===== src/rtl/fetch_unit.sv =====
// fetch_unit: byte-serial instruction fetch and decode for a Y86-64 style ISA.
// One instruction is fetched per accepted pc_valid, one byte per memory ack,
// then reported with a one-cycle instr_valid pulse.
//
// Optional build macro: FETCH_TIMEOUT_EN adds a 16-cycle ack watchdog in FETCH
// that aborts the fetch with imem_error=1. Without it FETCH waits forever.
//
// Handshake: in FETCH, imem_req is high and imem_addr = base + byte count; both
// hold stable until a rising edge samples imem_ack=1, which consumes imem_data
// (and imem_err) for that address. imem_ack is ignored in every other state and
// pc_valid is only accepted in IDLE.
//
// State is observable from the outputs: imem_req=1 only in FETCH,
// instr_valid=1 only in DONE, busy=0 only in IDLE.
module fetch_unit #(
  parameter int n = 64
) (
  input  logic         clk,
  input  logic         reset,
  input  logic [n-1:0] PC,
  input  logic         pc_valid,
  output logic         imem_req,
  output logic [n-1:0] imem_addr,
  input  logic [7:0]   imem_data,
  input  logic         imem_ack,
  input  logic         imem_err,
  output logic [3:0]   icode,
  output logic [3:0]   ifun,
  output logic [3:0]   rA,
  output logic [3:0]   rB,
  output logic [n-1:0] valC,
  output logic [n-1:0] valP,
  output logic         instr_valid,
  output logic         instr_invalid,
  output logic         imem_error,
  output logic         halt,
  output logic         busy
);

  typedef enum logic [1:0] {
    IDLE  = 2'd0,
    FETCH = 2'd1,
    DONE  = 2'd2
  } state_t;

  state_t       state_q, state_d;
  logic [n-1:0] base_q;
  logic [3:0]   cnt_q;
  logic [3:0]   len_q;
  logic [3:0]   cur_len;
  logic [3:0]   cur_icode;
  logic         last_byte;
  logic         take;
  logic         valc_en;
  logic [3:0]   valc_idx;

  // Instruction length in bytes from the opcode nibble; undefined opcodes
  // are treated as one-byte instructions.
  function automatic logic [3:0] decode_len(input logic [3:0] ic);
    case (ic)
      4'h0, 4'h1, 4'h9:       decode_len = 4'd1;
      4'h2, 4'h6, 4'hA, 4'hB: decode_len = 4'd2;
      4'h7, 4'h8:             decode_len = 4'd9;
      4'h3, 4'h4, 4'h5:       decode_len = 4'd10;
      default:                decode_len = 4'd1;
    endcase
  endfunction

  // A byte is consumed only while fetching.
  assign take = (state_q == FETCH) && imem_ack;

  assign imem_req    = (state_q == FETCH);
  assign busy        = (state_q != IDLE);
  assign instr_valid = (state_q == DONE);
  assign imem_addr   = (state_q == FETCH) ? (base_q + {{(n-4){1'b0}}, cnt_q}) : '0;

  // Per-byte decode: the opcode byte is decoded straight off the bus, later
  // bytes use the opcode and length already captured.
  always_comb begin
    cur_icode = (cnt_q == 4'd0) ? imem_data[7:4] : icode;
    cur_len   = (cnt_q == 4'd0) ? decode_len(imem_data[7:4]) : len_q;
    last_byte = ((cnt_q + 4'd1) == cur_len);
    valc_en   = 1'b0;
    valc_idx  = 4'd0;
    if ((icode inside {4'h3, 4'h4, 4'h5}) && (cnt_q >= 4'd2)) begin
      valc_en  = 1'b1;
      valc_idx = cnt_q - 4'd2;
    end else if ((icode inside {4'h7, 4'h8}) && (cnt_q >= 4'd1)) begin
      valc_en  = 1'b1;
      valc_idx = cnt_q - 4'd1;
    end
  end

`ifdef FETCH_TIMEOUT_EN
  logic [3:0] wd_q;
  logic       wd_expire;

  // 16th consecutive FETCH cycle without an ack ends the fetch.
  assign wd_expire = (state_q == FETCH) && !imem_ack && (wd_q == 4'hF);

  // Watchdog counts FETCH cycles since entry or the last ack.
  always_ff @(posedge clk) begin
    if (reset || (state_q != FETCH) || imem_ack) begin
      wd_q <= 4'd0;
    end else begin
      wd_q <= wd_q + 4'd1;
    end
  end
`endif

  // State register.
  always_ff @(posedge clk) begin
    if (reset) begin
      state_q <= IDLE;
    end else begin
      state_q <= state_d;
    end
  end

  // Next-state logic.
  always_comb begin
    state_d = state_q;
    case (state_q)
      IDLE: begin
        if (pc_valid) state_d = FETCH;
      end
      FETCH: begin
        if (take && (imem_err || last_byte)) begin
          state_d = DONE;
        end
`ifdef FETCH_TIMEOUT_EN
        else if (wd_expire) begin
          state_d = DONE;
        end
`endif
      end
      DONE:    state_d = IDLE;
      default: state_d = IDLE;
    endcase
  end

  // Fetch datapath: latch the start address, capture fields as bytes arrive,
  // and finalise valP/halt on the last byte. Outputs hold in IDLE.
  always_ff @(posedge clk) begin
    if (reset) begin
      base_q        <= '0;
      cnt_q         <= 4'd0;
      len_q         <= 4'd0;
      icode         <= 4'h0;
      ifun          <= 4'h0;
      rA            <= 4'hF;
      rB            <= 4'hF;
      valC          <= '0;
      valP          <= '0;
      instr_invalid <= 1'b0;
      imem_error    <= 1'b0;
      halt          <= 1'b0;
    end else begin
      case (state_q)
        IDLE: begin
          if (pc_valid) begin
            base_q        <= PC;
            cnt_q         <= 4'd0;
            len_q         <= 4'd0;
            icode         <= 4'h0;
            ifun          <= 4'h0;
            rA            <= 4'hF;
            rB            <= 4'hF;
            valC          <= '0;
            valP          <= '0;
            instr_invalid <= 1'b0;
            imem_error    <= 1'b0;
            halt          <= 1'b0;
          end
        end
        FETCH: begin
          if (take) begin
            cnt_q <= cnt_q + 4'd1;
            if (imem_err) begin
              imem_error <= 1'b1;
            end else begin
              if (cnt_q == 4'd0) begin
                icode         <= imem_data[7:4];
                ifun          <= imem_data[3:0];
                len_q         <= cur_len;
                instr_invalid <= (imem_data[7:4] >= 4'hC);
              end
              if ((cnt_q == 4'd1) && (len_q >= 4'd2) && !(icode inside {4'h7, 4'h8})) begin
                rA <= imem_data[7:4];
                rB <= imem_data[3:0];
              end
              for (int k = 0; k < 8; k++) begin
                if (valc_en && (valc_idx == 4'(k))) begin
                  valC[k*8 +: 8] <= imem_data;
                end
              end
              if (last_byte) begin
                valP <= base_q + {{(n-4){1'b0}}, cur_len};
                halt <= (cur_icode == 4'h0);
              end
            end
          end
`ifdef FETCH_TIMEOUT_EN
          else if (wd_expire) begin
            imem_error <= 1'b1;
          end
`endif
        end
        default: begin
        end
      endcase
    end
  end

endmodule


===== config.mk =====
export PLATFORM = sky130hd
export DESIGN_NAME = fetch_unit
export DESIGN_NICKNAME = d
export VERILOG_FILES = /design/src/rtl/fetch_unit.sv
export SDC_FILE = /design/constraint.sdc
export NUM_CORES = 1
export LEC_CHECK = 0
export ABC_AREA = 1
export CAP_MARGIN = 0
export CORE_AREA = 2 2 171 173
export DETAILED_ROUTE_END_ITERATION = 12
export DIE_AREA = 0 0 173 175
export PLACE_DENSITY = 0.77
export SYNTH_ARGS = -nofsm -noshare
export SYNTH_HDL_FRONTEND = slang
export SYNTH_SLANG_ARGS = --single-unit

===== constraint.sdc =====
create_clock -name clk -period 3.1 [get_ports clk]
set_clock_uncertainty 0.15 [all_clocks]
set_input_delay 0.62 -clock clk [delete_from_list [all_inputs] [get_ports clk]]
set_output_delay 0.62 -clock clk [all_outputs]
set_load 0.01 [all_outputs]

[Word level (Yosys, flattened, before mapping)]
Memories as Yosys holds them, arrays and structs flattened.
Cells that the tools add are included.
Storage, ports and cells
  memory bits (writable): 0
  input bits: 77
  flip-flop bits (word level): 221
  memories kept: 1
  bits in read-only memories: 48
  latch bits: 0
Memory list
  (name not given): words 16, bits a word 3, read ports 1, clocked after Yosys merged registers in 0, write ports 0, line 60  | case (ic)
Cells by class
  mux-type cells: 61
  order comparisons: 4
  multipliers: 0
  $add $sub $neg: 5
  shift-type cells: 0
  eq/ne operators: 32
  div/mod/pow operators: 0
  bitwise logic cells: 0
  reductions and logical operators: 40
Operators with widths (number)
  2-to-1 mux 64 bit: 7
  case mux 64 bit (2 select lines): 2
  adder 64 x 4 -> 64 bit: 2
  2-to-1 mux 4 bit: 21
  2-to-1 mux 8 bit: 8
  AND reduction 5 bit: 11
  case mux 4 bit (2 select lines): 6
  == test 4 x 3 -> 1 bit (second input constant): 7
  inequality test 2 x 1 -> 1 bit (second input constant): 14
  logical AND 1 bit: 14
  == test 4 x 2 -> 1 bit (second input constant): 3
  logical NOT 4 bit: 3
  2-to-1 mux 1 bit: 11
  == test 4 x 1 -> 1 bit (second input constant): 2
  >= comparator 4 x 2 -> 1 bit (second input constant): 2
  AND reduction 4 bit: 2
  case mux 1 bit (2 select lines): 3
  nonzero test 2 bit: 3
  adder 4 x 1 -> 4 bit (second input constant): 1
  == test 4 bit: 1
  == test 4 bit (second input constant): 1
  >= comparator 4 x 1 -> 1 bit (second input constant): 1
  >= comparator 4 bit (second input constant): 1
  2-to-1 mux 2 bit: 2
  12 further kinds: 14

[Depth between registers and ports, before layout]
Gate-level depths: netlist (run 1).
  word-level depth: 11
  gate-level depth with buffers: 22

[Worst setup path after synthesis (run 1)]
OpenSTA, ideal clock, no wires.
  path type: register to register
  start point: reg cnt_q[0]
  end point: reg valP[24]
  slack: 0.078 ns
  cell stages (with the launch flop): 20
  setup time: 0.115 ns
  buffers on the path: 0
  data required time: 2.835 ns
  data arrival time: 2.757 ns
  cell sequence: dfxtp_1 > inv_1 > ha_1 > inv_1 > nor2_4 > nand3_2 > nand2_1 > ha_1 > fa_1 > nand2_1 > inv_1 > nand2_1 > nand2_1 > nand2_1 > nor3_1 > or2_2 > nand3_1 > nand3_1 > nand2_1 > nor2_1
Between the ends
  cells in the longest elaborated chain, start to end: 7
Ends and longest elaborated chain
  start, declared: line 48  | logic [3:0] cnt_q;
  start signal, assigned: line 178  | cnt_q <= cnt_q + 4'd1;
  logical NOT 4 bit: line 81  | cur_len = (cnt_q == 4'd0) ? decode_len(imem_data[7:4]) : len_q;
  2-to-1 mux 4 bit: line 81
  adder 64 x 4 -> 64 bit: line 198  | valP <= base_q + {{(n-4){1'b0}}, cur_len};
  2-to-1 mux 64 bit: line 197  | if (last_byte) begin
  2-to-1 mux 64 bit: line 179  | if (imem_err) begin
  2-to-1 mux 64 bit: line 177  | if (take) begin
  case mux 64 bit (2 select lines): line 159  | case (state_q)
  end signal, assigned: line 198
  end, declared: line 32  | output logic [n-1:0] valP,
Parallel ways exist; a longest one is shown, timed or not. The select of a mux whose other input is x is not followed.
A chain may end at the register's enable or synchronous reset.

[Worst setup path in the final report (run 1)]
  start point: reg cnt_q[0]
  end point: out imem_addr[38]
Between the ends
  cells in the longest elaborated chain, start to end: 2
Ends and longest elaborated chain
  adder 64 x 4 -> 64 bit: line 75  | assign imem_addr = (state_q == FETCH) ? (base_q + {{(n-4){1'b0}}, cnt_q}) : '0;
  2-to-1 mux 64 bit: line 75
  end, declared: line 23  | output logic [n-1:0] imem_addr,
Every way passes these cells.

==> flow_metrics.tcl, run 1 <==
set metrics [dict create \
    wl_per_cell_microns 20.8 \
    worst-path-max-fanout 2 \
    violations "setup timing" \
    slowest_stage "dfxtp_4" \
    vias 17600 \
    reg2reg_slack_ps 60 \
    dr.pass1.iters 6 \
    max_freq_mhz 287 \
    synth_top_area_share_pct 33.6 \
    vias_per_cell 5.70 \
    status "complete, but fails checks" \
    final_nets 2787 \
    ir_worst_vdd_v 0.000456 \
    num_antenna_cells 0 \
    final_layout_size_suffix_gt1_share_pct 28.6 \
    yosysWarningCount 0 \
    setup_viol 57 \
    synth_nets 2224 \
    grt_pass1_wl_mm 94.9 \
    tritoncts "built" \
    post-route-period-util_pct 112 \
    pre_cts_slack_ps -624 \
    drv_slew 0 \
    synth_cells 2129 \
    rr_endpoint "valP[10]" \
    dr.first_iter.drc_count 1807 \
    final_cell_area_sq_um 21200 \
    cts_buffers 25 \
    power_density_nw_per_um2 437 \
    yosys.area.top_type "dfxtp_1" \
    dpl.cell_count 3017 \
    p_leak_nw 9.36 \
    hp-class "in -> reg" \
    maxCapViolCount 0 \
    antenna_found_initial 0 \
    fin_crit_ps 3480 \
    die_area_sq_um 30300 \
    cp_cell_sequence "ha_4 > fa_2 > nand3_2 > nand3_4 > inv_4 > nor2_4 > buf_6 > nand2_8 > buf_12 > nor4_2 > buf_4 > o21ai_1 > a21oi_1 > buf_4 > buf_4" \
    drc 0 \
    reg2regPathDepth 22 \
    hold_viol_final 0 \
    dp_hpwl_mm 46.8 \
    cp.depth 15 \
    pin_count 291 \
    r2r-start "cnt_q[0]" \
    wirelength_mm 64.2 \
    grt_overflow 0 \
    crit_start "cnt_q[0]" \
    path_class "reg -> out" \
    path_common_cell "buf_4" \
    initial_core_util_pct 46.4 \
    antenna_left 0 \
    fin_hold_ws_ps 280 \
    cts_root_buffer "clkbuf_16" \
    slowest_delay_ps 360 \
    port_buffers 290 \
    fin_cells 3093 \
    grt_max_degree 114 \
    cp-start-kind "flip-flop" \
    rows 62 \
    synth_async_sr_flop_share_pct 0 \
    synthFlopType "dfxtp_1" \
    grt.total_usage_pct 40.1 \
    synth_seq_cells 221 \
    yosysSeqAreaShare_pct 33.6 \
    rsz0062_at_grt "yes" \
    synth.most_common_cell "nand2_1" \
    required_ps 2330 \
    cp-end-kind "primary output" \
    gp_congestion 1.01 \
    fp.dieH_microns 175 \
    cts.clk_slew.worst_paths_ps 60 \
    netlist_area_sq_um 13200 \
    synth_common_cells "nand2_1, nor2_1, nand3_1, dfxtp_1, a21oi_1" \
    core_area_sq_um 28400 \
    yosysUniqueCellTypes 44 \
    placed_area_sq_um 18600 \
    clock_latency_ps 550 \
    grt_pass1_vias 16900 \
    slew_headroom_pct 53.1 \
    h-tree-depth 1 \
    cts_sinks 221 \
    crit_family "buffers and inverters" \
    synth_area_leaders "dfxtp_1, nand2_1, nor2_1" \
    cts_buffer_depth 3 \
    synth_edf_count 0 \
    syn_to_final_growth_pct 60.9 \
    setup_ws_ps -383 \
    die_w_microns 173 \
    cp-endpoint "imem_addr[38]" \
    arrival_ps 2710 \
    cp.buffers_inverters 6 \
    syn_avg_cell_area_sq_um 6.19 \
    worst_pin_slew_ps 697 \
]
repair_timing:
action,in CTS,in global routing
pin swaps,61,88
buffers inserted,23,28
setup endpoints to repair,101,116
resized for setup,537,204
hold buffers,0,0
flip-flops by register name, indices dropped and copies added, names as in the netlist:
name,cells
halt,1
base_q,64
state_q,2
instr_invalid,1
rB,4
icode,4
cnt_q,4
valC,64
ifun,4
rA,4
len_q,4
imem_error,1
valP,64
how the worst min path moves through the flow:
stage | endpoint | slack, ps | start | cells past startpoint
after global routing | rA[1] | 330 | rA[1] | 2
final | rA[2] | 280 | imem_data[6] | 3
after floorplan | len_q[2] | 290 | len_q[2] | 2
after detailed placement | rA[1] | 310 | rA[1] | 2
after CTS | rA[1] | 320 | rA[1] | 2
after global placement | rB[3] | 300 | rB[3] | 2
layout by cell type (no fill, tap or decap), drive strengths merged, types with 4 or more instances in the layout:
master           n
a211oi           5
a21oi          208
a31oi            4
and2             4
buf            411
clkbuf          37
clkdlybuf4s50  226
clkinv           7
dfxtp          221
ha              16
inv            191
nand2          480
nand3          257
nand4           27
nor2           384
nor3            32
o211ai          11
o21a             4
o21ai          122
o21bai           7
or2             12
xnor2            4
xor2            21
worst reg2reg max path, delay by kind of cell, from the launching register on:
family / cells / cell delay (ps)
DFF: 1 / 360
buffers and inverters: 7 / 700
and+or+nand+nor: 11 / 1030
AOI/OAI and AO/OA: 1 / 170
adders and majority gates: 3 / 500
kinds of logic (layout without fill, tap and decap cells):
kind of cell,Yosys count,after routing,synth area share (%)
AO/OA/AOI/OAI,364,364,14.9
XOR/XNOR,25,25,1.66
adder cells (fa/ha/maj),18,18,1.82
buffers and inverters,299,879,9.55
flip-flops,221,221,33.6
AND/OR/NAND/NOR,1202,1202,38.5
metrics by stage:
stage | utilization, % | power, mW | setup TNS (ps)
5_1_grt | 74.7 | 9.60 | -16080
2_1_floorplan | - | 4.76 | 0
6_report | 74.7 | 9.26 | -12480
4_1_cts | 71.5 | 9.11 | -9680
3_3_place_gp | 65.5 | 6.03 | -38680
3_5_place_dp | 65.5 | 6.10 | -40930
routing by layer:
layer / wire length (microns) / part of all wire (%) / global-route usage (%)
met2: 30200 / 47 / 69.5
met5: 0 / 0 / 0
met4: 4740 / 7.4 / 23.7
met3: 5470 / 8.5 / 6.20
met1: 23800 / 37 / 46.9
power by group:
group / internal (mW) / switching (mW) / total (mW)
clock: 1.73 / 1.27 / 2.99
combinational: 1.24 / 1.61 / 2.84
sequential: 3.16 / 0.271 / 3.43
total: 6.12 / 3.14 / 9.26
cell type report:
type	instances	area, sq um
fillers	2204	7190
repair buffers	643	5680
well taps	384	480
clock buffers	36	737
inverters	192	768
clock inverters	8	75.1
flip-flops and latches	221	4480
multi-input cells	1609	8980
Note: power is estimated with default switching activity, not from simulation.
==> run 2: changes to the inputs <==
--- a/config.mk
+++ b/config.mk
@@ -6,6 +6,7 @@
 export NUM_CORES = 1
 export LEC_CHECK = 0
 export ABC_AREA = 1
+export ABC_CLOCK_PERIOD_IN_PS = 3100
 export CAP_MARGIN = 0
 export CORE_AREA = 2 2 171 173
 export DETAILED_ROUTE_END_ITERATION = 12
==> results of run 2 <==
Same layout as run 1: the final DEF is identical, and so are final timing and power.
